==> config.mk <==
export PLATFORM = sky130hd
export DESIGN_NAME = serial_alu_ctrl
export DESIGN_NICKNAME = d
export VERILOG_FILES = /design/src/rtl/alu_pkg.sv /design/src/rtl/serial_alu_ctrl.sv
export SDC_FILE = /design/constraint.sdc
export NUM_CORES = 1
export LEC_CHECK = 0
export ABC_AREA = 1
export BUFFER_PORTS_ARGS = -buffer_cell sky130_fd_sc_hd__buf_2
export CORE_ASPECT_RATIO = 0.8
export CORE_MARGIN = 5
export CORE_UTILIZATION = 38
export CTS_CLUSTER_DIAMETER = 40
export CTS_CLUSTER_SIZE = 10
export DETAILED_ROUTE_END_ITERATION = 10
export GPL_TIMING_DRIVEN = 0
export PLACE_DENSITY = 0.63
export SYNTH_ARGS = -nofsm -noshare
export SYNTH_HDL_FRONTEND = slang
export SYNTH_SLANG_ARGS = --single-unit
export TNS_END_PERCENT = 30
==> constraint.sdc <==
create_clock -name clk -period 1.35 [get_ports clk]
set_input_delay 0 -clock clk [delete_from_list [all_inputs] [get_ports clk]]
set_output_delay 0 -clock clk [all_outputs]
set_load 0.05 [all_outputs]
==> src/rtl/alu_pkg.sv <==
// Shared types for the bit-serial ALU sequencer: opcode encoding and controller states.
package alu_pkg;

    typedef enum logic [2:0] {
        OP_AND = 3'b000,
        OP_OR  = 3'b001,
        OP_XOR = 3'b010,
        OP_NOT = 3'b011,
        OP_SHL = 3'b100
    } opsel_e;

    typedef enum logic [1:0] {
        S_IDLE = 2'b00,
        S_RUN  = 2'b01,
        S_DONE = 2'b10
    } sctl_state_e;

endpackage

==> src/rtl/serial_alu_ctrl.sv <==
// Bit-serial sequencer: feeds one operand bit per clock (LSB first) through the external
// 1-bit logic/shift slice, chains its carry and assembles the WIDTH-bit result.
module serial_alu_ctrl
    import alu_pkg::*;
#(
    parameter int WIDTH = 8
) (
    input  logic             clk,
    input  logic             rst,
    input  logic             start,
    input  logic             abort,
    input  logic [WIDTH-1:0] a,
    input  logic [WIDTH-1:0] b,
    input  logic [2:0]       opsel,
    input  logic             sin,
    output logic             busy,
    output logic             done,
    output logic [WIDTH-1:0] result,
    output logic             cout,
    output logic             slice_op1,
    output logic             slice_op2,
    output logic [2:0]       slice_opsel,
    output logic             slice_cin,
    input  logic             slice_result,
    input  logic             slice_cout
);

    localparam int CW = $clog2(WIDTH);
    localparam logic [CW-1:0] LAST_CNT = CW'(WIDTH - 1);

    sctl_state_e      state;
    sctl_state_e      next_state;
    logic [WIDTH-1:0] a_sh;
    logic [WIDTH-1:0] b_sh;
    logic [WIDTH-1:0] acc;
    logic             carry;
    logic [CW-1:0]    cnt;
    logic [2:0]       op_q;
    logic             in_run;
    logic             accept;
    logic             last_bit;

    assign in_run   = (state == S_RUN);
    // Start is only honoured between operations; start together with abort is dropped.
    assign accept   = start && !abort && ((state == S_IDLE) || (state == S_DONE));
    assign last_bit = (cnt == LAST_CNT);

    // State register.
    always_ff @(posedge clk or posedge rst) begin
        if (rst) begin
            state <= S_IDLE;
        end else begin
            state <= next_state;
        end
    end

    // Next-state logic; abort wins over completion on the last bit.
    always_comb begin
        next_state = state;
        case (state)
            S_IDLE: begin
                if (accept) next_state = S_RUN;
                else        next_state = S_IDLE;
            end
            S_RUN: begin
                if (abort)         next_state = S_IDLE;
                else if (last_bit) next_state = S_DONE;
                else               next_state = S_RUN;
            end
            S_DONE: begin
                if (accept) next_state = S_RUN;
                else        next_state = S_IDLE;
            end
            default: next_state = S_IDLE;
        endcase
    end

    // Operand shifters, accumulator, carry chain and bit counter.
    always_ff @(posedge clk or posedge rst) begin
        if (rst) begin
            a_sh  <= '0;
            b_sh  <= '0;
            acc   <= '0;
            carry <= 1'b0;
            cnt   <= '0;
            op_q  <= 3'b000;
        end else if (accept) begin
            a_sh  <= a;
            b_sh  <= b;
            op_q  <= opsel;
            carry <= sin;
            cnt   <= '0;
        end else if (in_run) begin
            a_sh  <= {1'b0, a_sh[WIDTH-1:1]};
            b_sh  <= {1'b0, b_sh[WIDTH-1:1]};
            acc   <= {slice_result, acc[WIDTH-1:1]};
            carry <= slice_cout;
            cnt   <= cnt + CW'(1);
        end else begin
            a_sh  <= a_sh;
        end
    end

    // Published result and carry-out, updated only on an un-aborted last bit.
    always_ff @(posedge clk or posedge rst) begin
        if (rst) begin
            result <= '0;
            cout   <= 1'b0;
        end else if (in_run && last_bit && !abort) begin
            result <= {slice_result, acc[WIDTH-1:1]};
            cout   <= slice_cout;
        end else begin
            result <= result;
        end
    end

    assign busy        = in_run;
    assign done        = (state == S_DONE);
    assign slice_op1   = a_sh[0];
    assign slice_op2   = b_sh[0];
    assign slice_opsel = in_run ? op_q : 3'b000;
    assign slice_cin   = carry;

endmodule

# After elaboration in Yosys (flattened, before gate mapping)
# Index checks and enable logic that the tools add are counted.
# totals
inputBits	26
wordCells	37
reg_bits	42
# op_classes
addsub	1
n_bitwise	1
n_reduce_logical	10
muxes	13
n_eq_ne	3
# op_table
cell	count
$mux 8	4
$mux 3	3
$logic_and 1x1->1	4
$mux 2	2
$pmux 2 s2	1
$add 3x1->3 const B	1
$eq 3x3->1 const B	1
$mux 1	3
$eq 2x1->1 const B	1
$eq 2x2->1 const B	1
$logic_not 2->1	1
$reduce_and 2->1	1
$reduce_bool 2->1	1
$reduce_or 2->1	1
$logic_not 1->1	1
$logic_or 1x1->1	1
$not 1->1	1

# Depth between registers and ports, before layout
# logic_depth
depth_word	5
mapped_depth	8

# Least setup slack after synthesis
# OpenSTA, ideal clock, no wires.
# synth_timing
path_kind	register to output
start	reg state[1]
end	out slice_opsel[0]
required_ns	1.350
stages_incl_launch_ff	6
arrival_ns	1.468
setup_slack_ns	-0.118
path_buffers	2
cell_sequence	dfrtp_1 -> inv_1 -> nand2_2 -> buf_6 -> buf_2 -> nor2_1
# synth_between
elab_chain_len	2
# synth_rtl
item	line_no	text
start: declaration	serial_alu_ctrl.sv:31	sctl_state_e state;
start signal: assignment	serial_alu_ctrl.sv:53	state <= next_state;
$eq 2x1->1	serial_alu_ctrl.sv:43	assign in_run = (state == S_RUN);
$mux 3	serial_alu_ctrl.sv:121	assign slice_opsel = in_run ? op_q : 3'b000;
end: declaration	serial_alu_ctrl.sv:22	output logic [2:0] slice_opsel,
# Every way passes these cells.

# Worst setup path after layout
# layout_timing
start	reg cnt[0]
end	reg result[0]
# layout_between
elab_chain_len	3
# layout_rtl
item	line_no	text
start: declaration	serial_alu_ctrl.sv:37	logic [CW-1:0] cnt;
start signal: assignment	serial_alu_ctrl.sv:98	cnt <= cnt + CW'(1);
$eq 3x3->1	serial_alu_ctrl.sv:46	assign last_bit = (cnt == LAST_CNT);
$logic_and 1x1->1 (2 in a row)	serial_alu_ctrl.sv:109	end else if (in_run && last_bit && !abort) begin
end signal: assignment	serial_alu_ctrl.sv:110	result <= {slice_result, acc[WIDTH-1:1]};
end signal: assignment	serial_alu_ctrl.sv:113	result <= result;
end: declaration	serial_alu_ctrl.sv:18	output logic [WIDTH-1:0] result,
# Every way passes these cells.
# A chain may end at the register's enable or synchronous reset.

==> reports/summary.log <==
[logic_synthesis] top-count cell post-synth nand2_1
[worst_setup_path] worst r2r src cnt[0]$_DFFE_PP0P_
[logic_synthesis] Synth async-reset ratio 100%
[finish] antenna diode count 0
[worst_setup_path] number of buffer and inverter stages on the critical path 2
[power_and_ir_drop] switching portion of total power 35.0%
[clocking] root buffer selected by CTS clkbuf_8
[die] core area 0.00460 mm²
[sta] peak clock frequency supported by timing 758 MHz
[detailed_routing] wire per inst 13.4 µm
[logic_synthesis] count of unique library cells instantiated by Yosys 20
[sta] slew margin rel. 42.0%
[die] horizontal die dimension 87.2 µm
[global_route] number of global-route vias before repair 1,577
[logic_synthesis] number of flops mapped to enable cells by yosys 0
[clocking] Longest Clk Path Bufs 2
[worst_setup_path] endpoint arrival time on the critical path 1520 ps
[logic_synthesis] cell types with the highest counts after synthesis nand2_1, dfrtp_1, nand3_1
[detailed_routing] Detail Route Antenna Nets 0
[worst_setup_path] cell family contributing the most delay on the critical path flip-flops
[sta] Least-Margin Pin Slew 868 ps
[worst_setup_path] Slowest cell on crit path dfrtp_1
[worst_hold_path] hold path start a[3]
[logic_synthesis] Synthesized Nets 228
[clocking] Worst-Skew Late Latency 300 ps
[power_and_ir_drop] Clk network pwr share 27.4%
[sta] final hold vios 2
[die] IO Count 43
[logic_synthesis] cells taking the most area after synthesis dfrtp_1, nand3_1, nand2_1, nand4_1, o21ai_1
[worst_setup_path] worst-path cell chain ha_2 -> ha_4 -> inv_2 -> nor2_4 -> nand2_4 -> clkbuf_16 -> nand2_2 -> nand2_1
[finish] Final Net Count 297
[placed_design] worst slack after detailed placement -31.4 ps
[global_route] total global routing track utilization 14.8%
[logic_synthesis] top cell type's share of synthesized area 56.6%
[worst_hold_path] worst hold-check path type input pin to flop
[global_route] number of antenna violations at the first check in global routing 0
[sta] final worst clock skew 8.44 ps
[finish] proportion of layout cells with a drive suffix above 1 31.5%
[sta] Period Utilization, post-route 97.7%
[sta] least setup slack across all paths after layout 30.7 ps
[die] die height 71.8 µm
[finish] final instance count without filler cells 330
[sta] worst hold slack across all endpoints -1.43 ps
[worst_hold_path] hold path endpoint a_sh[3]$_DFFE_PP0P_
[power_and_ir_drop] worst ir drop on vdd 859 µV
[logic_synthesis] predominant post-synthesis flop cell dfrtp_1
[global_route] maximum number of pins on one net before global-route repair 42
[worst_setup_path] critical path capture point type flop
[clocking] Num CTS Buffers 5
[detailed_routing] DRC violations left 0
[detailed_routing] total routed wirelength 4440 µm
[sta] final number of setup-violating endpoints 0
[run] max-cap check violation count 0
[power_and_ir_drop] share of power burned in registers 41.9%
[die] row count 22
[run_status] status finished, violations left
[detailed_routing] vias per std cell 4.78
[die] starting utilization of the core area 39.4%
[global_route] first-pass GRT wire length 7270 µm
[worst_setup_path] largest stage delay on the critical path 380 ps
[power_and_ir_drop] Gate power share 30.7%
[worst_setup_path] Setup Crit Path Kind flop to flop
[power_and_ir_drop] Power Density 1670 mW/mm²
[worst_setup_path] worst-case reg-to-reg path depth 8
[run_status] violations in the final reports negative hold slack
[logic_synthesis] per-instance average area after synthesis 9.06 µm²
[clocking] H-tree depth 2
[placed_design] number of buffers inserted by port buffering 41
[clocking] clock-pin transition on the worst setup and hold timing paths 80 ps
[power_and_ir_drop] power spent charging and discharging nets 0.00149 W
[placed_design] Detailed Place HPWL 2880 µm
[clocking] sink count of the clock tree 41
[worst_setup_path] Critical Path Start Type flop
[power_and_ir_drop] Int Pwr 0.00277 W
[worst_setup_path] critical path fanouts, max 5
[detailed_routing] DRT Pass-1 Iters 5
[worst_setup_path] endpoint of the lowest-slack register-to-register path result[0]$_DFFE_PP0P_
[finish] synthesis-to-layout area growth 41.0%
[worst_setup_path] setup slack of the most critical reg-to-reg path 30 ps
[logic_synthesis] Mapped Cells 200
[worst_hold_path] instance count along the most critical hold path 3
[clocking] CTS tree yes
[sta] Final Critical Period 1320 ps
[logic_synthesis] sequential cell area fraction in the yosys report 56.6%
[sta] Pins Over Slew Limit 0
[die] Die Area 0.00626 mm²
[detailed_routing] routed via count 1,579
[logic_synthesis] number of warnings reported in the yosys synthesis log 0
[global_route] overflow left after global routing 0
[detailed_routing] starting DRC count in detailed routing 97
[placed_design] routability congestion estimate 0.778
[worst_setup_path] data required time at the worst endpoint 1550 ps
[placed_design] total instance count after detailed placement 301
[sta] RSZ-0062 raised after global routing yes
[logic_synthesis] largest area contributor in the synthesized netlist dfrtp_1
[logic_synthesis] combined area of all synthesized cells 0.00181 mm²
[power_and_ir_drop] leakage power 1.31 nW
[logic_synthesis] register bit total from synthesis 41
## cell families (layout without fill, tap and decap cells)
kind of cell | Yosys count | count (layout) | share of synthesized area, %
AOI/OAI and AO/OA | 21 | 21 | 6.63
and+or+nand+nor | 103 | 103 | 26.7
buffers and inverters | 33 | 103 | 8.69
DFF | 41 | 41 | 56.6
adders and majority gates | 2 | 2 | 1.38
## power by group through the flow
stage	logic (W)	clock network (W)	registers (W)
3_3_place_gp	0.00116	0	0.00178
3_5_place_dp	0.00119	0	0.00179
6_report	0.00131	0.00117	0.00178
5_1_grt	0.00145	0.00125	0.00183
4_1_cts	0.00127	0.00118	0.00177
2_1_floorplan	0.000631	0	0.00203
## flip-flops by register name, summed over array words and instances (netlist names)
name / count
result: 8
op_q: 3
b_sh: 8
slice_cin: 1
cout: 1
cnt: 3
acc: 7
state: 2
a_sh: 8
## through the flow
stage               util [%]  TNS (ps)  hold slack, ps  cell area [µm²]  total power, W
detailed placement      45.5     -81.3             220             2090         0.00298
global placement        45.5     -6950             218             2090         0.00294
finish                  55.6         0           -1.43             2560         0.00426
floorplan                  -      -353             110             1810         0.00267
CTS                     53.6     -1.01           0.214             2460         0.00423
global route            55.6      -200            10.0             2560         0.00454
## layer usage
metal | vias to the layer above | track usage, % | routed length, µm
met2 | 34 | 24.7 | 2210
met1 | 738 | 18.4 | 1940
met3 | 5 | 4.60 | 233
met5 | - | 0 | 0
met4 | 0 | 4.43 | 54
li1 | 802 | - | -
## worst max-delay path by stage
stage                             startpoint                     to  cells past startpoint
after detailed placement  cnt[0]$_DFFE_PP0P_  result[7]$_DFFE_PP0P_                      8
after CTS                 cnt[0]$_DFFE_PP0P_  result[7]$_DFFE_PP0P_                      8
final                     cnt[0]$_DFFE_PP0P_  result[0]$_DFFE_PP0P_                      8
after global routing      cnt[0]$_DFFE_PP0P_  result[6]$_DFFE_PP0P_                      7
after global placement                   rst    a_sh[3]$_DFFE_PP0P_                      2
after floorplan           state[1]$_DFF_PP0_         slice_opsel[0]                      5
## worst register-to-register path, stage by stage (launching register included)
cell,delay (ps)
dfrtp_1,380
ha_2,210
ha_4,130
inv_2,40
nor2_4,110
nand2_4,90
clkbuf_16,170
nand2_2,50
nand2_1,60
## placed cells by master (no fill, tap or decap), types with 5 or more instances in the layout
cell type	instances
dfrtp_1	40
dlygate4sd3_1	19
inv_1	15
o21ai_2	5
clkbuf_8	5
buf_6	6
o21ai_1	13
nand3_1	35
nand2_1	41
nand4_1	15
buf_2	42
## what timing repair did
action,4_1_cts,5_1_grt
endpoints found under the setup margin,11,21
resized for setup,15,19
pin swaps,1,2
buffers inserted,0,2
hold buffers,19,0
cloned,0,1
endpoints found under the hold margin,60,0
## area by class of cell
| type | count | area [µm²] |
|---|---|---|
| Clock inverter | 3 | 65.1 |
| Multi-Input combinational cell | 126 | 681 |
| Clock buffer | 5 | 68.8 |
| Buffer | 12 | 95.1 |
| Timing Repair Buffer | 63 | 464 |
| Tap cell | 60 | 75.1 |
| Sequential cell | 41 | 1030 |
| Inverter | 20 | 80.1 |
| Fill cell | 426 | 2040 |
No activity file was read; power rests on OpenSTA's default activity.
